===== src/rtl/heard_ser_pkg.sv =====
// Shared types and helpers for the heard indication serializer.
package heard_ser_pkg;

  localparam int unsigned METH_W        = 16;
  localparam int unsigned DATA_W        = 32;
  localparam int unsigned MSG_WORDS_DEF = 2;

  typedef enum logic [1:0] {IDLE, HDR, DATA} state_t;

  typedef struct packed {
    logic [METH_W-1:0] meth;
    logic [DATA_W-1:0] v;
  } entry_t;

  // Header word: message length in the upper half, method id in the lower half.
  function automatic logic [DATA_W-1:0] hdr(input logic [METH_W-1:0] meth,
                                           input logic [15:0] words = 16'(MSG_WORDS_DEF));
    return {words, meth};
  endfunction

endpackage


===== src/rtl/heard_ser_fifo.sv =====
// Generic synchronous FIFO with an unregistered head output.
module heard_ser_fifo #(
  parameter int unsigned DEPTH = 4,
  parameter int unsigned WIDTH = 48
) (
  input  logic                     CLK,
  input  logic                     nRST,
  input  logic                     push,
  input  logic [WIDTH-1:0]         din,
  input  logic                     pop,
  output logic [WIDTH-1:0]         head,
  output logic                     full,
  output logic                     empty,
  output logic [$clog2(DEPTH):0]   count
);

  localparam int unsigned AW = $clog2(DEPTH);
  localparam int unsigned CW = AW + 1;

  logic [WIDTH-1:0] mem [DEPTH];
  logic [AW-1:0]    wr_ptr;
  logic [AW-1:0]    rd_ptr;
  logic             do_push;
  logic             do_pop;

  assign full    = (count == CW'(DEPTH));
  assign empty   = (count == '0);
  assign do_push = push && !full;
  assign do_pop  = pop && !empty;
  assign head    = mem[rd_ptr];

  always_ff @(posedge CLK) begin
    if (do_push) mem[wr_ptr] <= din;
  end

  // Pointers wrap naturally; count carries one extra bit to tell full from empty.
  always_ff @(posedge CLK or negedge nRST) begin
    if (!nRST) begin
      wr_ptr <= '0;
      rd_ptr <= '0;
      count  <= '0;
    end else begin
      if (do_push) wr_ptr <= wr_ptr + AW'(1);
      if (do_pop)  rd_ptr <= rd_ptr + AW'(1);
      if (do_push && !do_pop)      count <= count + CW'(1);
      else if (!do_push && do_pop) count <= count - CW'(1);
    end
  end

endmodule


===== src/rtl/heard_ind_serializer.sv =====
// Buffers heard(meth, v) indications and emits each as a header + payload word.
// Optional HEARD_SER_STATS_EN adds a saturating drop_count for illegal method ids.
module heard_ind_serializer
  import heard_ser_pkg::*;
#(
  parameter int unsigned DEPTH      = 4,
  parameter int unsigned METH_COUNT = 10,
  parameter int unsigned MSG_WORDS  = MSG_WORDS_DEF
) (
  input  logic        CLK,
  input  logic        nRST,
  input  logic        heard__ENA,
  input  logic [31:0] heard_meth,
  input  logic [31:0] heard_v,
  output logic        heard__RDY,
  output logic        msg_enq__ENA,
  output logic [31:0] msg_enq_v,
  input  logic        msg_enq__RDY
`ifdef HEARD_SER_STATS_EN
  ,output logic [15:0] drop_count
`endif
);

  localparam int unsigned CW = $clog2(DEPTH) + 1;

  state_t          state;
  entry_t          push_entry;
  entry_t          head;
  logic            full;
  logic            empty;
  logic [CW-1:0]   count;
  logic            legal;
  logic            accept;
  logic            push_c;
  logic            pop_c;
  logic [31:0]     out_v;

  assign heard__RDY = (count != CW'(DEPTH));
  assign legal      = (heard_meth < 32'(METH_COUNT));
  assign accept     = heard__ENA && heard__RDY;
  assign push_c     = accept && legal && !full;
  assign pop_c      = !empty && ((state == IDLE) || (state == DATA && msg_enq__RDY));

  always_comb begin
    push_entry      = '0;
    push_entry.meth = heard_meth[15:0];
    push_entry.v    = heard_v;
  end

  heard_ser_fifo #(
    .DEPTH (DEPTH),
    .WIDTH ($bits(entry_t))
  ) u_fifo (
    .CLK   (CLK),
    .nRST  (nRST),
    .push  (push_c),
    .din   (push_entry),
    .pop   (pop_c),
    .head  (head),
    .full  (full),
    .empty (empty),
    .count (count)
  );

  // Message FSM: the header is built at load time, the payload waits in out_v.
  always_ff @(posedge CLK or negedge nRST) begin
    if (!nRST) begin
      state        <= IDLE;
      msg_enq__ENA <= 1'b0;
      msg_enq_v    <= '0;
      out_v        <= '0;
    end else begin
      case (state)
        IDLE: begin
          if (!empty) begin
            out_v        <= head.v;
            msg_enq_v    <= hdr(head.meth, 16'(MSG_WORDS));
            msg_enq__ENA <= 1'b1;
            state        <= HDR;
          end
        end
        HDR: begin
          if (msg_enq__RDY) begin
            msg_enq_v <= out_v;
            state     <= DATA;
          end
        end
        DATA: begin
          if (msg_enq__RDY) begin
            if (!empty) begin
              out_v     <= head.v;
              msg_enq_v <= hdr(head.meth, 16'(MSG_WORDS));
              state     <= HDR;
            end else begin
              msg_enq__ENA <= 1'b0;
              msg_enq_v    <= '0;
              state        <= IDLE;
            end
          end
        end
        default: begin
          msg_enq__ENA <= 1'b0;
          state        <= IDLE;
        end
      endcase
    end
  end

`ifdef HEARD_SER_STATS_EN
  always_ff @(posedge CLK or negedge nRST) begin
    if (!nRST) begin
      drop_count <= '0;
    end else if (accept && !legal && drop_count != 16'hFFFF) begin
      drop_count <= drop_count + 16'd1;
    end
  end
`endif

endmodule


===== config.mk =====
export PLATFORM = sky130hd
export DESIGN_NAME = heard_ind_serializer
export DESIGN_NICKNAME = d
export VERILOG_FILES = /design/src/rtl/heard_ser_pkg.sv /design/src/rtl/heard_ser_fifo.sv /design/src/rtl/heard_ind_serializer.sv
export SDC_FILE = /design/constraint.sdc
export NUM_CORES = 1
export LEC_CHECK = 0
export CAP_MARGIN = 5
export CORE_MARGIN = 2
export CORE_UTILIZATION = 50
export DETAILED_ROUTE_END_ITERATION = 6
export PLACE_DENSITY = 0.69
export SYNTH_ARGS = -nofsm -noshare
export SYNTH_HDL_FRONTEND = slang
export SYNTH_HIERARCHICAL = 1
export SYNTH_SLANG_ARGS = --single-unit

===== constraint.sdc =====
create_clock -name CLK -period 9.11 [get_ports CLK]
set_input_delay 1.822 -clock CLK [delete_from_list [all_inputs] [get_ports CLK]]
set_output_delay 1.822 -clock CLK [all_outputs]
set_load 0.1 [all_outputs]

==> results of run 1 <==
==> power by group <==
part           total (mW)  leakage (nW)  switching (mW)  internal, mW
Sequential           1.38          2.70          0.0391          1.34
Combinational       0.601          1.21           0.445         0.156
Clock                1.07         0.428           0.434         0.637
Total                3.06          4.34           0.918          2.14
==> area by class of cell <==
cell class	count	area, um^2
clock buffers	34	712
clock inverters	15	153
fillers	1459	7880
inverters	23	86.3
multi-input cells	240	2520
flip-flops and latches	266	7620
well taps	270	338
repair buffers	107	1050
==> cells in the mapped netlist, types with 2 or more instances <==
master and instances:
clkbuf_1 10, xor2_1 2, dfrtp_1 74, nand2_1 35
ha_1 9, mux2_2 33, nor2_1 7, xnor2_1 4
mux4_2 48, o21ai_0 18, buf_6 12, edfxtp_1 192
nor3_1 2, nor4_1 6, a31oi_1 32, buf_2 8
and2_1 3, a21oi_1 6, nor2b_1 2, mux2i_1 16
nand4_1 2, inv_1 23
==> through the flow <==
stage	setup WS, ps	instances	utilization
finish	4440	955	0.613
global route	4110	955	0.613
CTS	4380	955	0.613
detailed placement	3840	906	0.571
global placement	3930	906	0.571
floorplan	4160	560	-
==> per-layer routing <==
layer | vias to the layer above | part of all wire | track usage
li1 | 2385 | - | -
met1 | 2737 | 0.41 | 0.243
met2 | 164 | 0.51 | 0.318
met3 | 41 | 0.053 | 0.0294
met4 | 0 | 0.026 | 0.0581
met5 | - | 0 | 0
==> how the worst max path moves through the flow <==
stage	slack [ps]	start	cells past startpoint	end
final	4440	heard_meth[14]	7	u_fifo/mem[2][20]
after global routing	4110	heard_meth[14]	7	u_fifo/mem[2][20]
after CTS	4380	heard_meth[14]	7	u_fifo/mem[0][15]
after detailed placement	3840	heard_meth[14]	7	u_fifo/mem[0][36]
after global placement	3930	heard_meth[14]	7	u_fifo/mem[2][19]
after floorplan	4160	heard_meth[15]	5	u_fifo/mem[3][0]
==> state kept, by name, summed over array words and instances, names as in the netlist <==
register	flops
msg_enq__ENA	1
u_fifo/rd_ptr	2
msg_enq_v	32
u_fifo/mem	192
u_fifo/wr_ptr	2
out_v	32
state	2
u_fifo/count	3
==> logic make-up after synthesis <==
group	after synthesis	share of synthesized area
flops	266	0.731
mux	99	0.157
simple gates	65	0.0307
compound gates	60	0.0341
buf+inv	54	0.0294
fa+ha+maj	10	0.0127
xor+xnor	6	0.00504
==> reports/metrics.cfg, run 1 <==
[status]
status = complete, no violations

[sta]
fin_setup_tns_ps = 0
holdWs_ps = 506
setup_viol = 0
fmax_mhz = 214
period_minus_slack_ps = 4670
clock_skew_ps = 10.8
rsz0062_at_grt = no
slew_violations = 0
slew_headroom = 0.309
min_period_over_period = 0.513
tightest_slew_ps = 1030
hold_viol_final = 0

[drt]
drt_pre_antenna_iters = 4
vias = 5327
route.detailed.wl_per_inst_um = 20.7
drt-total-wl_um = 19800
drtIter0Drc = 381
viasPerCell = 5.58
ant_nets = 0
drc = 0

[cts]
clock-sinks = 266
cts.path.max_buffers = 3
tritoncts = built
clock_latency_ps = 530
clk_pin_slew_ps = 60
clock-root-buffer = clkbuf_16
postCtsResizedCells = 0
cts_made_buffers = 27
htreeDepth = 1
cts_setup_buffers = 0
postCtsHoldBufs = 0

[synth]
syn_area_um2 = 10400
synthDistinctLibCells = 38
yosysTopAreaCellShare = 0.553
synth_nets = 638
postSynth.asyncResetShare = 0.278
syn-instance-count = 560
synth-edff-count = 192
netlist_top_cells_area = edfxtp_1 (55%), dfrtp_1 (18%), mux4_2 (10%), mux2_2 (3.6%), a31oi_1 (1.9%)
ys_ff_latch = 266
yosysTopAreaCell = edfxtp_1
synth_seq_area_share = 0.731
synth_ff_type = edfxtp_1
yosysWarnings = 6
syn_avg_cell_area_um2 = 18.6

[die]
die_x_um = 148
io_pins = 102
die_area_um2 = 22000
fp.coreArea_um2 = 20400
start_util = 0.512
die_h_um = 148
rows = 52

[worst_setup_path]
crit_fanout = 28
rr_worst_depth = 7
startpoint_type = primary input
crit_path_end_kind = flip-flop
crit_chain = clkdlybuf4s50_1 -> nor4_1 -> nand4_1 -> nor3_1 -> nor2b_1 -> and2_2 -> buf_4
critPathTopFamily = simple AND/OR/NAND/NOR gates
crit_type = in2reg
timing.rr.start = u_fifo/count[2]
max_stage_delay_ps = 750
crit_required_ps = 9300
worst-path-buf-inv = 2
reg2reg_to = u_fifo/mem[2][20]
rrSetupSlack_ps = 5940
arrival_ps = 4860
slowest_stage = and2_2

[pwr]
p_leak_nw = 4.34
power_mw = 3.06
peakVddDrop_uv = 356
power-per-cell-area_nw_per_um2 = 245

[layout]
layout-drive-gt1-share = 0.204
diodes = 0
fin_area_um2 = 12500
area_growth_pct = 19.8
fin_nets = 743
final_common_cell = edfxtp_1
final_cell_mix = edfxtp_1 (192), clkdlybuf4s50_1 (100), dfrtp_1 (72)

[placement]
gp_congestion = 0.767
dpl.hpwl_um = 12300
place_area_um2 = 11600
io_buffers = 101

[global_route]
gr-usage-all-layers = 0.184
grt_max_degree = 75
grt.overflow.total = 0
grt_antenna_before_repair = 0
grt_pass1_vias = 5538
grt_pass1_wl_um = 30800

[worst_hold_path]
worstHoldEndpoint = out_v[12]
holdPathStages = 1
hp-start = out_v[12]
min_path_type = reg2reg

[run]
max_cap_violations = 0

Note: power is estimated with default switching activity, not from simulation.
==> inputs of run 2 (changes only) <==
Clock period 9.11 ns to 4.7 ns, I/O delays scaled along.
==> run 2 against run 1 <==
Net effect: power increased by 88%; clock power increased by 77%; register-to-register slack got worse by 4200 ps; non-clock buffer count increased by 4; clock-buffer cell count increased by 5; sequential cell count unchanged; largest power group unchanged; critical path depth increased by 4; design area about the same; via count increased by 0.98%; clock skew increased by 2.4 ps; routed wire length increased by 4.6%.
==> reports/metrics.cfg, run 2 (same netlist as run 1, synthesis figures left out) <==
[pwr]
power-per-cell-area_nw_per_um2 = 460
p_leak_nw = 4.33
peakVddDrop_uv = 612

[die]
start_util = 0.512
fp.coreArea_um2 = 20400
rows = 52
io_pins = 102
die_h_um = 148
die_area_um2 = 22000
die_x_um = 148

[sta]
setup_viol = 0
slew_headroom = 0.291
fin_setup_tns_ps = 0
rsz0062_at_grt = no
tightest_slew_ps = 1060
clock_skew_ps = 13.2
fmax_mhz = 284
setup_ws_ps = 1170
period_minus_slack_ps = 3530
slew_violations = 0
hold_viol_final = 0
min_period_over_period = 0.750

[worst_setup_path]
worst-path-buf-inv = 2
critPathTopFamily = simple AND/OR/NAND/NOR gates
rr_worst_depth = 11
crit_chain = clkdlybuf4s50_1 -> nor4_1 -> nand4_1 -> nor3_1 -> nor2b_1 -> ha_1 -> inv_1 -> fa_1 -> xor2_1 -> nor2_1 -> xor2_1
crit_required_ps = 5140
crit_type = in2reg
startpoint_type = primary input
arrival_ps = 3960
rrSetupSlack_ps = 1790
max_stage_delay_ps = 540
worst-path-stages = 11
slowest_stage = nor4_1
path_common_cell = xor2_1
crit_fanout = 6
crit_path_end_kind = flip-flop

[layout]
largest_reg_flops = 192
multi_input_area_um2 = 2520
final_cell_mix = edfxtp_1 (192), clkdlybuf4s50_1 (100), dfrtp_1 (72)
reg_top3 = u_fifo/mem: 192 flops, msg_enq_v: 32 flops, out_v: 32 flops
top_register = u_fifo/mem
area_growth_pct = 19.7
diodes = 0
fin_area_um2 = 12500
seqCellArea_um2 = 7620
fillers = 1501
fin_nets = 747
layout-drive-gt1-share = 0.202
final_common_cell = edfxtp_1

[cts]
cts_made_buffers = 27
clock-sinks = 266
htreeDepth = 1
postCtsResizedCells = 0
cts_setup_buffers = 0
tritoncts = built
cts.path.max_buffers = 3
clk_pin_slew_ps = 60
postCtsHoldBufs = 0
clock_latency_ps = 520
clock-root-buffer = clkbuf_16

[global_route]
grt.overflow.total = 0
grt_max_degree = 75
grt_pass1_vias = 5740
grt_antenna_before_repair = 0
grt_pass1_wl_um = 32300
gr-usage-all-layers = 0.193

[drt]
drt_pre_antenna_iters = 5
viasPerCell = 5.61
drt-total-wl_um = 20700
drc = 0
vias = 5379
ant_nets = 0
route.detailed.wl_per_inst_um = 21.6
drtIter0Drc = 369

[worst_hold_path]
holdPathStages = 1
min_path_type = reg2reg

[placement]
place_worst_setup_slack_ps = 755
io_buffers = 101
gp_congestion = 0.823
place_area_um2 = 11700
dpl.hpwl_um = 12800

[run]
max_cap_violations = 0

[status]
status = complete, no violations

==> run 2: layout make-up <==
class                   instances  share of cell area
flip-flops and latches        266               0.611
clock inverters                10             0.00361
clock buffers                  39              0.0586
repair buffers                111              0.0909
multi-input cells             240               0.202
well taps                     270              0.0271
inverters                      23             0.00692
==> run 2: worst paths after layout <==
path / startpoint / end
max: heard_meth[14] / u_fifo/count[2]
min: out_v[13] / out_v[13]
max reg2reg: u_fifo/count[2] / u_fifo/count[2]
min reg2reg: out_v[13] / out_v[13]
max in group asynchronous: nRST / u_fifo/rd_ptr[0]
min in group asynchronous: nRST / msg_enq_v[19]
==> run 2: where the power goes <==
part / internal [mW] / switching, mW / leakage [nW] / total (mW)
clock network: 1.07 / 0.821 / 0.383 / 1.89
registers: 2.60 / 0.0733 / 2.70 / 2.68
logic: 0.305 / 0.864 / 1.24 / 1.17
==> run 2: per-stage QoR <==
step	power [mW]	hold slack (ps)	utilization	instances
after floorplan	3.57	469	-	560
after global placement	3.87	490	0.575	910
after detailed placement	3.89	496	0.575	910
after CTS	5.78	511	0.613	959
after global routing	5.92	521	0.613	959
final	5.74	510	0.613	959
==> run 2: routing by layer <==
metal,vias up,GRT usage,part of all wire
met3,29,0.0264,0.038
li1,2400,-,-
met2,147,0.347,0.54
met5,-,0,0
met1,2803,0.253,0.41
met4,0,0.0400,0.019
==> run 2: worst reg2reg max path: stages (launching register included) <==
cell	delay [ps]
dfrtp_1	420
nor3b_4	190
nor4_1	210
nand4_1	180
nor3_1	200
nor2b_1	450
ha_1	270
inv_1	60
fa_1	370
xor2_1	150
nor2_1	130
xor2_1	190
